--- config.mk ---
export PLATFORM = sky130hd
export DESIGN_NAME = i2c_temp_reader
export DESIGN_NICKNAME = d
export VERILOG_FILES = /design/src/rtl/i2c_pkg.sv /design/src/rtl/i2c_phase_timer.sv /design/src/rtl/i2c_temp_reader.sv
export SDC_FILE = /design/constraint.sdc
export NUM_CORES = 1
export LEC_CHECK = 0
export CAP_MARGIN = 20
export CORE_AREA = 3 3 68 70
export CTS_CLUSTER_SIZE = 25
export DETAILED_ROUTE_END_ITERATION = 10
export DIE_AREA = 0 0 71 73
export PLACE_DENSITY = 0.81
export SLEW_MARGIN = 20
export SYNTH_ARGS = -nofsm -noshare
export SYNTH_HDL_FRONTEND = slang
export SYNTH_SLANG_ARGS = --single-unit
--- constraint.sdc ---
create_clock -name clock_i -period 1.8 [get_ports clock_i]
set_input_delay 0.45 -clock clock_i [delete_from_list [all_inputs] [get_ports clock_i]]
set_output_delay 0.45 -clock clock_i [all_outputs]
set_load 0.03 [all_outputs]
--- src/rtl/i2c_pkg.sv ---
// Shared types and constants for the single-byte I2C temperature reader.
package i2c_pkg;

  typedef enum logic [2:0] {
    IDLE,
    START,
    ADDR,
    ACK,
    READ,
    MNACK,
    STOP,
    DONE_ST
  } state_e;

  localparam logic [1:0] P0 = 2'd0;
  localparam logic [1:0] P1 = 2'd1;
  localparam logic [1:0] P2 = 2'd2;
  localparam logic [1:0] P3 = 2'd3;

  localparam int BIT_W = 3;

endpackage

--- src/rtl/i2c_phase_timer.sv ---
// Quarter-bit-period timer: counts CLK_DIV cycles per phase, four phases per bit slot.
module i2c_phase_timer
  import i2c_pkg::*;
#(
  parameter int CLK_DIV = 125
) (
  input  logic       clock_i,
  input  logic       reset_i,
  input  logic       run_i,
  input  logic       hold_i,
  output logic       phase_tick_o,
  output logic [1:0] phase_o
);

  localparam int CW = $clog2(CLK_DIV);

  logic [CW-1:0] cnt_q, cnt_d;
  logic [1:0]    phase_q, phase_d;

  assign phase_tick_o = run_i && !hold_i && (cnt_q == CW'(CLK_DIV - 1));
  assign phase_o      = phase_q;

  always_comb begin
    cnt_d   = cnt_q;
    phase_d = phase_q;
    if (!run_i) begin
      cnt_d   = '0;
      phase_d = P0;
    end else if (!hold_i) begin
      if (phase_tick_o) begin
        cnt_d   = '0;
        phase_d = phase_q + 2'd1;
      end else begin
        cnt_d = cnt_q + CW'(1);
      end
    end
  end

  always_ff @(posedge clock_i) begin
    if (reset_i) begin
      cnt_q   <= '0;
      phase_q <= P0;
    end else begin
      cnt_q   <= cnt_d;
      phase_q <= phase_d;
    end
  end

endmodule

--- src/rtl/i2c_temp_reader.sv ---
// I2C master doing one address + single-byte read per StartReading rise; open-drain pins.
// Optional slave clock stretching is enabled with macro I2C_CLK_STRETCH_EN.
module i2c_temp_reader
  import i2c_pkg::*;
#(
  parameter int CLK_DIV = 125
) (
  input  logic       clock_i,
  input  logic       reset_i,
  input  logic       start_reading_i,
  input  logic [7:0] first_byte_i,
  input  logic       sda_in_i,
  input  logic       scl_in_i,
  output logic       scl_o,
  output logic       sda_drive_low_o,
  output logic [7:0] rec_data_o,
  output logic       done_o,
  output logic       ack_error_o,
  output logic       busy_o
);

  state_e           state_q, state_d;
  logic [BIT_W-1:0] bit_q, bit_d;
  logic [7:0]       addr_q, addr_d;
  logic [7:0]       shift_q, shift_d;
  logic [7:0]       rec_q, rec_d;
  logic             nack_q, nack_d;
  logic             smp_q, smp_d;
  logic             start_q, start_d;
  logic             busy_q, busy_d;
  logic             done_q, done_d;
  logic             ackerr_q, ackerr_d;
  logic             scl_q, scl_d;
  logic             sda_q, sda_d;

  logic       run, hold, phase_tick, slot_end, sample, honour, mid;
  logic [1:0] phase;

  assign run = (state_q != IDLE) && (state_q != DONE_ST);

`ifdef I2C_CLK_STRETCH_EN
  // Freeze the phase while a slave holds SCL low against our release.
  assign hold = ((phase == P1) || (phase == P2)) && scl_q && !scl_in_i;
`else
  logic unused_scl_in;
  assign unused_scl_in = scl_in_i;
  assign hold          = 1'b0;
`endif

  i2c_phase_timer #(.CLK_DIV(CLK_DIV)) u_timer (
    .clock_i      (clock_i),
    .reset_i      (reset_i),
    .run_i        (run),
    .hold_i       (hold),
    .phase_tick_o (phase_tick),
    .phase_o      (phase)
  );

  assign slot_end = phase_tick && (phase == P3);
  assign sample   = run && (phase == P2) && !smp_q;
  assign mid      = (phase == P1) || (phase == P2);
  assign honour   = start_reading_i && !start_q && !busy_q &&
                    ((state_q == IDLE) || (state_q == DONE_ST));

  always_comb begin
    state_d  = state_q;
    bit_d    = bit_q;
    addr_d   = addr_q;
    shift_d  = shift_q;
    rec_d    = rec_q;
    nack_d   = nack_q;
    smp_d    = smp_q;
    start_d  = start_reading_i;
    busy_d   = busy_q;
    done_d   = done_q;
    ackerr_d = ackerr_q;
    scl_d    = 1'b1;
    sda_d    = 1'b0;

    if (slot_end) smp_d = 1'b0;
    else if (sample) smp_d = 1'b1;

    case (state_q)
      IDLE, DONE_ST: begin
        if (honour) begin
          state_d  = START;
          addr_d   = first_byte_i;
          bit_d    = '0;
          nack_d   = 1'b0;
          busy_d   = 1'b1;
          done_d   = 1'b0;
          ackerr_d = 1'b0;
        end else if (state_q == DONE_ST) begin
          busy_d   = 1'b0;
          done_d   = 1'b1;
          ackerr_d = nack_q;
          rec_d    = nack_q ? 8'h00 : shift_q;
        end
      end
      START: begin
        scl_d = (phase == P0) || (phase == P1);
        sda_d = 1'b1;
        if (slot_end) state_d = ADDR;
      end
      ADDR: begin
        scl_d = mid;
        sda_d = ~addr_q[3'd7 - bit_q];
        if (slot_end) begin
          bit_d = bit_q + 3'd1;
          if (bit_q == 3'd7) state_d = ACK;
        end
      end
      ACK: begin
        scl_d = mid;
        if (sample) nack_d = sda_in_i;
        if (slot_end) state_d = nack_q ? STOP : READ;
      end
      READ: begin
        scl_d = mid;
        if (sample) shift_d = {shift_q[6:0], sda_in_i};
        if (slot_end) begin
          bit_d = bit_q + 3'd1;
          if (bit_q == 3'd7) state_d = MNACK;
        end
      end
      MNACK: begin
        scl_d = mid;
        if (slot_end) state_d = STOP;
      end
      STOP: begin
        // SDA low first, then SCL high, then SDA released while SCL is high.
        scl_d = (phase != P0);
        sda_d = (phase == P0) || (phase == P1);
        if (slot_end) state_d = DONE_ST;
      end
      default: state_d = IDLE;
    endcase
  end

  always_ff @(posedge clock_i) begin
    if (reset_i) begin
      state_q  <= IDLE;
      bit_q    <= '0;
      addr_q   <= '0;
      shift_q  <= '0;
      rec_q    <= '0;
      nack_q   <= 1'b0;
      smp_q    <= 1'b0;
      start_q  <= 1'b0;
      busy_q   <= 1'b0;
      done_q   <= 1'b0;
      ackerr_q <= 1'b0;
      scl_q    <= 1'b1;
      sda_q    <= 1'b0;
    end else begin
      state_q  <= state_d;
      bit_q    <= bit_d;
      addr_q   <= addr_d;
      shift_q  <= shift_d;
      rec_q    <= rec_d;
      nack_q   <= nack_d;
      smp_q    <= smp_d;
      start_q  <= start_d;
      busy_q   <= busy_d;
      done_q   <= done_d;
      ackerr_q <= ackerr_d;
      scl_q    <= scl_d;
      sda_q    <= sda_d;
    end
  end

  assign scl_o           = scl_q;
  assign sda_drive_low_o = sda_q;
  assign rec_data_o      = rec_q;
  assign done_o          = done_q;
  assign ack_error_o     = ackerr_q;
  assign busy_o          = busy_q;

endmodule

==> impl_metrics.yaml, run 1 <==
clock_network:
  clockBufferDepth: 2
  clk_root_buffer_cell: "clkbuf_8"
  clock_latency_ns: 0.30
  clock-sinks: 47
  cts_tree: "yes"
  clk_pin_slew_ns: 0.08
  htree_levels: 2
  cts_buffers: 5
  postCtsSetupBuffers: 0
sta:
  finalSetupViolations: 0
  hold_violations: 0
  clock.fmax_ghz: 0.565
  tightestPinTransition_ns: 0.500
  slew_viol_final: 0
  grt_setup_unrepaired: "false"
  slew_headroom_pct: 66.3
  skew_ns: 0.00512
  period_share_pct: 98.3
  worst_slack_ns: 0.0299
  post-route-min-period_ns: 1.77
logic_synthesis:
  synth-warning-count: 0
  synth_cell_types: 43
  synth_nets: 253
  yosys_register_bits: 47
  yosysTopAreaCell: "dfxtp_1"
  synth_commonest_cells: "dfxtp_1, nor2_1, nand2_1, a21oi_1, mux2i_1"
  synth_cells: 232
  synthTopCellsByArea: "dfxtp_1, mux2i_1, nor2_1"
  synth-edff-count: 0
  synth_ff_type: "dfxtp_1"
  async_reset_ff_share_pct: 0
  synth.most_common_cell: "dfxtp_1"
  yosysSeqAreaShare_pct: 45.7
  synth.avg_cell_area_um2: 8.88
  syn_area_mm2: 0.00206
  synth_top_area_share_pct: 45.7
worst_setup_path:
  timing.rr.end: "bit_q[1]"
  cp.arrival_ns: 1.32
  critPathBufInv: 1
  ff2ff_path_depth: 6
  r2r_slack_ns: 0.13
  cp.depth: 1
  crit_start: "ack_error_o"
  timing.rr.start: "u_timer.phase_o[0]"
  endpoint_kind: "primary output"
  endpoint: "ack_error_o"
  cp_data_required_time_ns: 1.35
  crit_family: "buffers and inverters"
  cp_cell_sequence: "clkdlybuf4s50_1"
  critical_path_class: "reg -> out"
  critPathSlowestCell: "clkdlybuf4s50_1"
  cp_max_fo: 2
  cp_slowest_stage_delay_ns: 0.68
  startpoint_type: "flop"
finish:
  drive_gt1_share_pct: 10.3
  fin_cells: 311
  diodes: 0
  nFillCells: 361
  nets: 282
  fin_util_pct: 61.9
  design_area_mm2: 0.00249
  area_growth_syn_to_layout_pct: 21.0
detailed_routing:
  routed_wirelength_um: 3920
  routed_via_density: 5.30
  drt_first_pass_iters: 4
  drtAntennaViolNets: 0
  wl_per_cell_um: 12.6
  drt-initial-drc-count: 91
  vias: 1647
  drc_errors: 0
placement:
  place.detailed.hpwl_um: 2660
  portBuffers: 24
  dp_cells: 304
  dp_worst_setup_slack_ns: -0.239
  gp_congestion: 0.852
  placed_area_mm2: 0.00238
die:
  rows: 23
  design.core.area_mm2: 0.00403
  die_y_um: 73
  start_util_pct: 51.1
  dieArea_mm2: 0.00518
  die_w_um: 71
  io_pins: 26
flow_run:
  drv_cap: 0
pwr:
  p_leak_uw: 0.000876
  vdd_drop_max_v: 0.000459
  power_density_mw_per_mm2: 789
global_route:
  grt_usage_pct: 15.6
  grt_max_degree: 38
  antenna_found_initial: 0
  first_global_vias: 1534
  grt.overflow.total: 0
  grt_pass1_wl_um: 6460
min_path:
  hold_path_class: "reg -> reg"
status:
  status: "finished clean"
-- logic make-up (layout without fill, tap and decap cells) --
kind of cell	count (synthesis)	count (layout)	synth area share, %
adder cells (fa/ha/maj)	8	8	4.86
AND/OR/NAND/NOR	97	97	23.0
XOR/XNOR	7	7	2.98
AO/OA/AOI/OAI	40	40	11.8
multiplexers	13	13	6.92
buffers and inverters	20	49	4.80
flip-flops	47	47	45.7
-- layer usage --
metal / track usage [%] / part of all wire [%] / vias to the layer above
met5: 0 / 0 / -
met3: 3.72 / 3.6 / 7
met4: 7.93 / 2.0 / 0
met2: 27.0 / 47 / 29
met1: 18.0 / 47 / 767
li1: - / - / 844
-- through the flow --
| stage | setup TNS (ns) | power (uW) | hold slack [ns] |
|---|---|---|---|
| finish | 0 | 1970 | 0.450 |
| global route | 0 | 2040 | 0.470 |
| floorplan | 0 | 1250 | 0.430 |
| detailed placement | -2.44 | 1330 | 0.443 |
| CTS | 0 | 1960 | 0.454 |
| global placement | -2.61 | 1330 | 0.439 |
-- worst min-delay path by stage --
stage / start / endpoint / cells after the start
6_report: rec_data_o[2] / rec_data_o[2] / 2
5_1_grt: addr_q[5] / addr_q[5] / 2
4_1_cts: rec_data_o[2] / rec_data_o[2] / 2
3_5_place_dp: rec_data_o[7] / rec_data_o[7] / 2
3_3_place_gp: rec_data_o[3] / rec_data_o[3] / 2
2_1_floorplan: u_timer.cnt_q[0] / u_timer.cnt_q[0] / 1
-- layout by cell type (no fill, tap or decap), drive strengths merged, types with 2 or more instances in the layout --
cell type	n
and3	2
nor3b	2
or3	2
nor3	3
nand2	30
dfxtp	47
clkdlybuf4s50	23
a22oi	3
inv	6
mux2i	12
xnor2	5
o21ai	4
a31oi	2
nor2b	2
ha	8
nand2b	3
nor2	33
clkbuf	6
a21oi	23
nand4	2
nand3b	9
xor2	2
buf	12
nand3	5
-- worst register-to-register path: stages, from the launching register on --
cell and delay, ns:
dfxtp_1 0.41, ha_1 0.29, nand4_1 0.12, nor4_1 0.38, nor2_1 0.14, a22oi_1 0.17
nor2_1 0.05
-- flip-flops by register name, indices dropped and copies added (netlist names) --
| signal | count |
|---|---|
| scl_o | 1 |
| start_q | 1 |
| state_q | 3 |
| ack_error_o | 1 |
| smp_q | 1 |
| done_o | 1 |
| bit_q | 3 |
| u_timer.phase_o | 2 |
| addr_q | 8 |
| shift_q | 8 |
| busy_o | 1 |
| u_timer.cnt_q | 7 |
| rec_data_o | 8 |
| sda_drive_low_o | 1 |
| nack_q | 1 |
-- final cells by class --
| type | count | area, um^2 | area share, % |
|---|---|---|---|
| Clock buffer | 6 | 82.6 | 3.31 |
| Clock inverter | 1 | 5.00 | 0.201 |
| Inverter | 6 | 22.5 | 0.903 |
| Multi-Input combinational cell | 165 | 1040 | 41.8 |
| Sequential cell | 47 | 941 | 37.7 |
| Tap cell | 50 | 62.6 | 2.51 |
| Timing Repair Buffer | 36 | 337 | 13.5 |
-- power by group --
part	switching [uW]	internal (uW)
logic	126	108
clock network	345	302
registers	17.0	1070
-- repair_timing --
item | CTS | global route
endpoints found under the setup margin | 0 | 6
hold buffers | 0 | 0
gates resized for setup | 0 | 4
Power figures use the tool's default switching activity.
==> inputs of run 2 (changes only) <==
--- a/config.mk
+++ b/config.mk
@@ -11,6 +11,7 @@
 export DETAILED_ROUTE_END_ITERATION = 10
 export DIE_AREA = 0 0 71 73
 export PLACE_DENSITY = 0.81
+export SKIP_LAST_GASP = 1
 export SLEW_MARGIN = 20
 export SYNTH_ARGS = -nofsm -noshare
 export SYNTH_HDL_FRONTEND = slang
==> results of run 2 <==
No change in the layout: final DEF, timing and power equal those of run 1.
==> inputs of run 3 (changes only) <==
==> constraint.sdc (replaced) <==
create_clock -name clock_i -period 2.05 [get_ports clock_i]
set_input_delay 0.5125 -clock clock_i [delete_from_list [all_inputs] [get_ports clock_i]]
set_output_delay 0.5125 -clock clock_i [all_outputs]
set_load 0.03 [all_outputs]
==> impl_metrics.yaml, run 3 (synthesis gave the netlist of run 1 again) <==
die:
  rows: 23
  die_y_um: 73
  start_util_pct: 51.1
  dieArea_mm2: 0.00518
  die_w_um: 71
  io_pins: 26
  design.core.area_mm2: 0.00403
global_route:
  grt_max_degree: 38
  grt.overflow.total: 0
  first_global_vias: 1512
  grt_pass1_wl_um: 6470
  grt_usage_pct: 15.7
  antenna_found_initial: 0
sta:
  period_share_pct: 90.3
  post-route-min-period_ns: 1.85
  tightestPinTransition_ns: 0.533
  fin_tns_setup_ns: 0
  hold_violations: 0
  grt_setup_unrepaired: "false"
  slew_viol_final: 0
  finalSetupViolations: 0
  clock.fmax_ghz: 0.540
  skew_ns: 0.00596
  slew_headroom_pct: 64.1
placement:
  gp_congestion: 0.799
  portBuffers: 24
  place.detailed.hpwl_um: 2610
  dp_cells: 302
worst_setup_path:
  critPathSlowestCell: "clkdlybuf4s50_1"
  cp_data_required_time_ns: 1.54
  startpoint_type: "flop"
  crit_family: "buffers and inverters"
  cp.arrival_ns: 1.34
  critPathBufInv: 1
  cp_cell_sequence: "clkdlybuf4s50_1"
  critical_path_class: "reg -> out"
  cp_slowest_stage_delay_ns: 0.68
  r2r_slack_ns: 0.34
  endpoint_kind: "primary output"
  ff2ff_path_depth: 6
  cp_max_fo: 3
  timing.rr.end: "state_q[0]"
  timing.rr.start: "state_q[0]"
finish:
  drive_gt1_share_pct: 9.23
  area_growth_syn_to_layout_pct: 19.6
  nets: 280
  final_cell_mix: "dfxtp_1, nor2_1, nand2_1, clkdlybuf4s50_1, a21oi_1"
  fin_cells: 310
  diodes: 0
  layout_commonest_cell: "dfxtp_1"
min_path:
  hold_path_class: "reg -> reg"
  hold_depth: 2
  hold-path-endpoint: "rec_data_o[2]"
  min-delay-start: "rec_data_o[2]"
detailed_routing:
  drt-initial-drc-count: 75
  drt_first_pass_iters: 4
  wl_per_cell_um: 12.0
  routed_wirelength_um: 3710
  drtAntennaViolNets: 0
  drc_errors: 0
  vias: 1612
  routed_via_density: 5.20
clock_network:
  clk_pin_slew_ns: 0.09
  cts_buffers: 5
  clockBufferDepth: 2
  cts_resized: 0
  htree_levels: 2
  clock-sinks: 47
  clock_latency_ns: 0.29
  cts_tree: "yes"
  clk_root_buffer_cell: "clkbuf_8"
  postCtsSetupBuffers: 0
  cts_hold_buf: 0
pwr:
  switching_share_pct: 24.4
  p_seq_share_pct: 55.8
  p_clk_share_pct: 33.7
  pwr-share-comb_pct: 10.5
  power_density_mw_per_mm2: 697
  p_leak_uw: 0.000849
  vdd_drop_max_v: 0.000445
  internal_power_uw: 1300
  p_switching_uw: 420
flow_run:
  drv_cap: 0
status:
  status: "finished clean"
## run 3: changes by cell type in the layout (fill, tap and decap cells not counted), sizes merged
cell,change
clkdlybuf4s50,+1
buf,-2
clkbuf,+1
dlymetal6s2s,-1
## run 3: how the worst max path moves through the flow
stage	startpoint	end	slack [ns]	depth (start not counted)
2_1_floorplan	start_reading_i	bit_q[1]	0.48	6
3_3_place_gp	start_reading_i	state_q[2]	-0.0004	7
3_5_place_dp	start_reading_i	bit_q[2]	-0.03	8
4_1_cts	busy_o	busy_o	0.19	1
5_1_grt	start_reading_i	bit_q[2]	0.13	8
6_report	busy_o	busy_o	0.20	1
## run 3: per-stage QoR
stage / power [uW] / area [um^2] / util [%] / worst slack (ns) / hold slack (ns)
after floorplan: 1100 / 2060 / - / 0.482 / 0.430
after global placement: 1160 / 2370 / 58.8 / -0.000397 / 0.439
after detailed placement: 1160 / 2370 / 58.8 / -0.0255 / 0.442
after CTS: 1730 / 2460 / 61.1 / 0.186 / 0.454
after global routing: 1800 / 2460 / 61.1 / 0.128 / 0.482
final: 1720 / 2460 / 61.1 / 0.199 / 0.450
## run 3: tightest hold or removal path, delay by kind of cell (launching register included)
kind	cells	cell delay [ns]
AOI/OAI and AO/OA	1	0.05
DFF	1	0.31
and+or+nand+nor	1	0.05
## run 3: layer usage
layer / global-route usage (%) / vias up / wire length (um)
li1: - / 844 / -
met1: 19.0 / 734 / 1710
met2: 27.3 / 29 / 1780
met3: 3.72 / 5 / 159
met4: 5.64 / 0 / 58
met5: 0 / - / 0
## run 3: cell type report
cell class | count | area [um^2]
Fill cell | 368 | 1570
Multi-Input combinational cell | 165 | 1030
Sequential cell | 47 | 941
Timing Repair Buffer | 34 | 315
Clock buffer | 7 | 86.3
Tap cell | 50 | 62.6
Inverter | 6 | 22.5
Clock inverter | 1 | 8.76
## run 3: power by group through the flow
stage	sequential (uW)	combinational, uW	clock, uW
after detailed placement	980	182	0
after global placement	980	179	0
after CTS	959	183	592
after floorplan	983	113	0
final	958	181	579
after global routing	964	203	630
